<file path="config.mk">
export PLATFORM = sky130hd
export DESIGN_NAME = piso_serializer_32_bit
export DESIGN_NICKNAME = d
export VERILOG_FILES = /design/src/rtl/piso_serializer_pkg.sv /design/src/rtl/piso_bit_counter.sv /design/src/rtl/piso_serializer_32_bit.sv
export SDC_FILE = /design/constraint.sdc
export NUM_CORES = 1
export LEC_CHECK = 0
export CAP_MARGIN = 20
export CELL_PAD_IN_SITES_DETAIL_PLACEMENT = 1
export CELL_PAD_IN_SITES_GLOBAL_PLACEMENT = 1
export CORE_MARGIN = 2
export CORE_UTILIZATION = 30
export CTS_BUF_LIST = sky130_fd_sc_hd__clkbuf_2 sky130_fd_sc_hd__clkbuf_4 sky130_fd_sc_hd__clkbuf_8
export CTS_CLUSTER_SIZE = 40
export DETAILED_ROUTE_END_ITERATION = 6
export DONT_BUFFER_PORTS = 1
export GPL_TIMING_DRIVEN = 1
export PLACE_DENSITY_LB_ADDON = 0.1
export SYNTH_ARGS = -nofsm -noshare
export SYNTH_HDL_FRONTEND = slang
export SYNTH_SLANG_ARGS = --single-unit
</file>
<file path="constraint.sdc">
create_clock -name Clk_In -period 1.8 [get_ports Clk_In]
set_clock_uncertainty 0.1 [all_clocks]
set_input_delay 0.27 -clock Clk_In [delete_from_list [all_inputs] [get_ports Clk_In]]
set_output_delay 0.27 -clock Clk_In [all_outputs]
set_load 0.03 [all_outputs]
</file>
<file path="src/rtl/piso_serializer_pkg.sv">
// Shared definitions for the PISO serializer and its matching SIPO receiver.
package piso_serializer_pkg;

    // Raw state encodings, kept explicit so both link ends agree on them.
    localparam logic IDLE_ENC  = 1'b0;
    localparam logic SHIFT_ENC = 1'b1;

    typedef enum logic {
        IDLE  = IDLE_ENC,
        SHIFT = SHIFT_ENC
    } state_e;

    // Width of a bit-position counter covering 0 .. data_width-1.
    function automatic int unsigned count_width(input int unsigned data_width);
        return (data_width > 1) ? int'($clog2(data_width)) : 1;
    endfunction

endpackage

</file>
<file path="src/rtl/piso_bit_counter.sv">
// Bit-position counter for the serializer: counts accepted beats within a word.
module piso_bit_counter
    import piso_serializer_pkg::*;
#(
    parameter  int unsigned DATA_WIDTH = 32,
    localparam int unsigned CNT_W      = count_width(DATA_WIDTH)
) (
    input  logic             clk,
    input  logic             clear,
    input  logic             enable,
    output logic [CNT_W-1:0] count,
    output logic             terminal
);

    localparam logic [CNT_W-1:0] LAST_POS   = CNT_W'(DATA_WIDTH - 1);
    localparam logic [CNT_W-1:0] BEFORE_END = CNT_W'(DATA_WIDTH - 2);

    // Count register; clear wins over enable so a new word always starts at 0.
    always_ff @(posedge clk) begin
        if (clear) begin
            count <= '0;
        end else if (enable && (count != LAST_POS)) begin
            count <= count + CNT_W'(1);
        end
    end

    // Terminal flag registered alongside the count (count == DATA_WIDTH-1).
    always_ff @(posedge clk) begin
        if (clear) begin
            terminal <= 1'b0;
        end else if (enable && (count != LAST_POS)) begin
            terminal <= (count == BEFORE_END);
        end
    end

endmodule

</file>
<file path="src/rtl/piso_serializer_32_bit.sv">
// Parallel-in serial-out serializer: loads a word over valid/ready and shifts it
// out one bit per accepted serial beat, flagging the first and last bit.
module piso_serializer_32_bit
    import piso_serializer_pkg::*;
#(
    parameter int unsigned DATA_WIDTH = 32,
    parameter bit          MSB_FIRST  = 1'b1
) (
    input  logic                  Clk_In,
    input  logic                  Reset_In,
    input  logic [DATA_WIDTH-1:0] Parallel_Data_In,
    input  logic                  Load_Valid_In,
    output logic                  Load_Ready_Out,
    output logic                  Serial_Data_Out,
    output logic                  Serial_Valid_Out,
    input  logic                  Serial_Ready_In,
    output logic                  Frame_Start_Out,
    output logic                  Frame_End_Out,
    output logic                  Busy_Out
);

    localparam int unsigned CNT_W = count_width(DATA_WIDTH);

    state_e                  state;
    state_e                  state_nxt;
    logic [DATA_WIDTH-1:0]   shreg;
    logic [CNT_W-1:0]        bit_count;
    logic                    bit_terminal;
    logic                    in_shift;
    logic                    load_accept;
    logic                    beat_accept;
    logic                    last_beat;
    logic                    cnt_clear;
    logic                    cnt_enable;

    // Handshake qualifiers.
    assign in_shift    = (state == SHIFT);
    assign load_accept = Load_Valid_In & Load_Ready_Out;
    assign beat_accept = Serial_Valid_Out & Serial_Ready_In;
    assign last_beat   = beat_accept & bit_terminal;

    // Counter restarts on reset, on a new word, and after the final beat so it
    // never runs past DATA_WIDTH-1.
    assign cnt_clear  = Reset_In | load_accept | last_beat;
    assign cnt_enable = beat_accept;

    piso_bit_counter #(
        .DATA_WIDTH (DATA_WIDTH)
    ) u_bit_counter (
        .clk      (Clk_In),
        .clear    (cnt_clear),
        .enable   (cnt_enable),
        .count    (bit_count),
        .terminal (bit_terminal)
    );

    // Serial side outputs decode directly from state, count and shift register.
    assign Busy_Out         = in_shift;
    assign Serial_Valid_Out = in_shift;
    assign Frame_Start_Out  = in_shift & (bit_count == '0);
    assign Frame_End_Out    = in_shift & bit_terminal;
    assign Serial_Data_Out  = MSB_FIRST ? shreg[DATA_WIDTH-1] : shreg[0];

    // Ready when idle, or when the last bit leaves this cycle so words chain
    // with no idle gap; a combinational path from Serial_Ready_In by design.
    assign Load_Ready_Out = ~Reset_In & (~in_shift | (Frame_End_Out & Serial_Ready_In));

    // State register.
    always_ff @(posedge Clk_In) begin
        if (Reset_In) begin
            state <= IDLE;
        end else begin
            state <= state_nxt;
        end
    end

    // Next-state logic: a load wins over returning to IDLE on the last beat.
    always_comb begin
        state_nxt = state;
        case (state)
            IDLE: begin
                if (load_accept) begin
                    state_nxt = SHIFT;
                end
            end
            SHIFT: begin
                if (load_accept) begin
                    state_nxt = SHIFT;
                end else if (last_beat) begin
                    state_nxt = IDLE;
                end
            end
            default: state_nxt = IDLE;
        endcase
    end

    // Shift register: capture on load, shift toward the output on each beat.
    always_ff @(posedge Clk_In) begin
        if (Reset_In) begin
            shreg <= '0;
        end else if (load_accept) begin
            shreg <= Parallel_Data_In;
        end else if (beat_accept) begin
            if (MSB_FIRST) begin
                shreg <= {shreg[DATA_WIDTH-2:0], 1'b0};
            end else begin
                shreg <= {1'b0, shreg[DATA_WIDTH-1:1]};
            end
        end
    end

endmodule

</file>
== Word level (Yosys, flattened, before mapping) ==
Index checks and enable logic that the tools add are counted.

* Bits in registers: 39
* Output and inout bits: 6
* Logic and storage cells: 28
* Input port bits: 36

* Bitwise gates (word level): 12
* Reduce and logical (&&, ||, !) cells: 3
* Equality and inequality tests: 2
* Muxes and demuxes: 6
* $add $sub $neg: 1

{| class="wikitable"
|+ Operators by type and width
! cell !! count
|-
| two-way mux 32 bit || 2
|-
| AND 1 bit || 7
|-
| adder 5 x 1 -> 5 bit, second input constant || 1
|-
| equality test 5 bit, second input constant || 1
|-
| logical NOT 5 bit || 1
|-
| != test 5 bit, second input constant || 1
|-
| two-way mux 1 bit || 3
|-
| OR 1 bit || 3
|-
| inverter 1 bit || 2
|-
| one-hot mux 1 bit (2 select lines) || 1
|-
| nonzero test 2 bit || 1
|-
| logical AND 1 bit || 1
|}

== Logic depth before layout (Yosys ltp) ==
* Depth after elaboration: 7
* Depth in mapped cells: 7
* Depth with buffers taken out: 6

== Modules after synthesis ==
A second synthesis with hierarchy kept.

* Cell total of the unflattened synthesis: 227
* Area, all modules: 2165.8 sq um

{| class="wikitable"
|+ By module, submodules not included
! module !! times used !! area an instance (sq um) !! sequential area each (sq um) !! cells an instance
|-
| piso_serializer_32_bit || 1 || 1863.0 || 660.6 || 198
|-
| piso_bit_counter || 1 || 302.8 || 120.1 || 29
|}

== Worst setup path before layout ==
Ideal clock, no wire load.

* Path type: reg-to-output
* Start: reg state (netlist: Busy_Out)
* End: out Frame_Start_Out
* Setup slack: -0.459 ns
* Path buffers: 2
* Cell stages (with the launch flop): 5
* Data arrival time: 1.889 ns
* Data required time: 1.430 ns
* Path through: dfxtp_1 > buf_2 > buf_2 > nand2_1 > nor4_1

* Word-level cells in the longest chain between the ends: 1

{| class="wikitable"
|+ Ends and longest elaborated chain
! element !! line !! source
|-
| start, declared || piso_serializer_32_bit.sv:24 || <nowiki>state_e state;</nowiki>
|-
| start signal, assigned || piso_serializer_32_bit.sv:73 || <nowiki>state <= state_nxt;</nowiki>
|-
| AND 1 bit || piso_serializer_32_bit.sv:60 || <nowiki>assign Frame_Start_Out = in_shift & (bit_count == '0);</nowiki>
|-
| end, declared || piso_serializer_32_bit.sv:17 || <nowiki>output logic Frame_Start_Out,</nowiki>
|}

Every way passes these cells.

== Worst setup path in the final report ==
* Start: reg state (netlist: Busy_Out)
* End: out Load_Ready_Out

* Word-level cells in the longest chain between the ends: 4
* Elaborated cells on any way between the ends: 5
* Those cells by class: bitwise: 5

{| class="wikitable"
|+ Ends and longest elaborated chain
! element !! line !! source
|-
| AND 1 bit || piso_serializer_32_bit.sv:61 || <nowiki>assign Frame_End_Out = in_shift & bit_terminal;</nowiki>
|-
| AND 1 bit || piso_serializer_32_bit.sv:66 || <nowiki>assign Load_Ready_Out = ~Reset_In & (~in_shift | (Frame_End_Out & Serial_Ready_In));</nowiki>
|-
| OR 1 bit * || piso_serializer_32_bit.sv:66 ||
|-
| AND 1 bit * || piso_serializer_32_bit.sv:66 ||
|-
| end, declared || piso_serializer_32_bit.sv:13 || <nowiki>output logic Load_Ready_Out,</nowiki>
|}

Mark *: on every way between the ends. The rest lies on a longest branch, timed or not.

==> flow_metrics.tcl <==
set metrics [dict create \
    rr_endpoint "u_bit_counter.count[3]" \
    relSlewSlack 0.643 \
    rows 30 \
    startpoint_type "flip-flop" \
    dp_hpwl_mm 3.52 \
    required_ns 1.43 \
    hold_viol 0 \
    ys.warnings.count 0 \
    place_inst 311 \
    fmax_mhz 579 \
    ff2ff_path_depth 6 \
    ys_seq_area_frac 0.360 \
    drv_cap 0 \
    syn_area_mm2 0.00217 \
    final.setup.tns_ns 0 \
    die_h_um 89.0 \
    numCtsBuffers 5 \
    synthArstFlopShare 0 \
    synth_top_flop_cell "dfxtp_1" \
    cts_tree "done" \
    grt_first_pass_wirelength_mm 9.25 \
    ff2ff_setup_slack_ns 0.08 \
    min_from "Load_Valid_In" \
    insertion_delay_ns 0.29 \
    final_cells 319 \
    finalCritPeriodShare 0.960 \
    start_util 0.314 \
    cp_max_fo 17 \
    cts.clk_slew.worst_paths_ns 0.07 \
    critPathKind "reg2out" \
    clkSinkCount 39 \
    viasPerCell 5.50 \
    routed_wl_mm 5.82 \
    fin_util 0.353 \
    cts-htree-levels 2 \
    syn_to_final_growth_pct 12.6 \
    crit_arrival_ns 1.36 \
    syn_nets 270 \
    drt_first_pass_iters 4 \
    syn_inst 230 \
    fin_nets 264 \
    layout_common_cells "dfxtp_1 (36), inv_1 (33), and3_1 (31), a221oi_1 (31), a211oi_2 (30)" \
    root_buffer "clkbuf_8" \
    min_path_cells 2 \
    status "finished clean" \
    grt_pass1_vias 1867 \
    portBuffers 0 \
    layout_commonest_cell "dfxtp_1" \
    wl_per_cell_um 18.2 \
    drt_iter0_drc 66 \
    hold_path_class "in2reg" \
    drc 0 \
    setup_violations 0 \
    r2r-start "u_bit_counter.count[0]" \
    min_to "Busy_Out" \
    vias 1754 \
    rsz0062_at_grt "yes" \
    num_antenna_cells 0 \
    io_pins 42 \
    power.density_mw_per_mm2 774 \
    overflow 0 \
    avgSynthCellArea_um2 9.42 \
    grt_max_degree 38 \
    min_period_ns 1.73 \
    leakagePower_uw 0.00104 \
    synth_edf_count 0 \
    antenna_left 0 \
    synth.ff_latch_count 39 \
    worst-slew-pin-transition_ns 0.536 \
    ir_worst_vdd_mv 0.305 \
    dieWidth_um 89.0 \
    grt_usage 0.150 \
    dieArea_mm2 0.00792 \
    slew_viol_final 0 \
    drive_gt1_frac 0.305 \
    core_mm2 0.00691 \
    antenna_found_initial 0 \
    end_kind "output pin" \
    cts.path.max_buffers 2 \
    gp_congestion 0.730 \
    synth.distinct_cells 31 \
]
-- state kept, by name, summed over array words and instances (netlist names) --
name / count
Busy_Out: 1
shreg: 32
u_bit_counter.count: 5
u_bit_counter.terminal: 1
-- cells in the mapped netlist, types with 2 or more instances --
cell	instances	area share
nor2_1	5	0.0087
dfxtp_1	39	0.36
buf_2	4	0.0092
a211oi_2	30	0.17
and3_1	32	0.092
inv_1	35	0.061
nand2_1	3	0.0052
buf_6	6	0.031
mux2i_1	3	0.014
a21oi_1	3	0.0069
ha_1	4	0.023
a221oi_1	31	0.13
clkbuf_1	16	0.028
and2_1	2	0.0058
-- worst max-delay path, cell delays in order, from the launching register on --
cell and delay, ns:
dfxtp_2 0.35, a21bo_4 0.25, buf_12 0.16, nor2b_2 0.15, buf_4 0.16
-- timing repair --
item / CTS / global route
endpoints found under the hold margin: 33 / 0
hold buffers: 1 / 0
endpoints found under the setup margin: 1 / 38
cloned: 0 / 1
buffers inserted: 0 / 0
resized for setup: 2 / 22
pin swaps: 0 / 3
-- metrics by stage --
step	cell area, um2	power [uW]	setup WS [ns]	hold WS, ns
CTS	2350	1890	0.0124	0.00562
finish	2440	1890	0.0717	0.0129
global placement	2250	1270	0.0873	0.243
detailed placement	2250	1290	0.0436	0.243
floorplan	2180	1270	0.0385	0.308
global route	2440	1980	-0.00394	0.0160
-- cell type report --
type	count	area [um2]
Tap cell	96	120
Fill cell	810	4470
Clock buffer	6	76.3
Sequential cell	39	785
Timing Repair Buffer	15	166
Multi-Input combinational cell	128	1160
Inverter	35	134
-- kinds of logic (layout without fill, tap and decap cells) --
family	count (synthesis)	in the layout	synth area share
AO/OA/AOI/OAI	69	69	0.324
buffers and inverters	63	56	0.134
AND/OR/NAND/NOR	50	50	0.136
flip-flops	39	39	0.360
adder cells (fa/ha/maj)	4	4	0.0231
multiplexers	3	3	0.0139
XOR/XNOR	2	2	0.00808
-- where the power goes --
group / internal, uW / total, uW / leakage, uW / switching (uW)
registers: 925 / 961 / 0.000323 / 35.7
clock network: 274 / 573 / 0.0000406 / 299
logic: 160 / 355 / 0.000679 / 194
total: 1360 / 1890 / 0.00104 / 529
-- worst max path at each step --
stage	cells past startpoint	start	endpoint	slack, ns
6_report	4	Busy_Out	Load_Ready_Out	0.07
5_1_grt	6	u_bit_counter.count[1]	Frame_Start_Out	-0.004
2_1_floorplan	6	u_bit_counter.count[1]	u_bit_counter.count[3]	0.04
4_1_cts	4	Busy_Out	Load_Ready_Out	0.01
3_5_place_dp	6	u_bit_counter.count[0]	u_bit_counter.count[3]	0.04
3_3_place_gp	7	u_bit_counter.count[0]	u_bit_counter.count[3]	0.09
-- routing by layer --
layer / track usage / wire (um) / vias up
li1: - / - / 835
met1: 0.194 / 2730 / 865
met2: 0.247 / 2790 / 49
met3: 0.0360 / 239 / 5
met4: 0.0488 / 57 / 0
met5: 0 / 0 / -
Power figures use the tool's default switching activity.
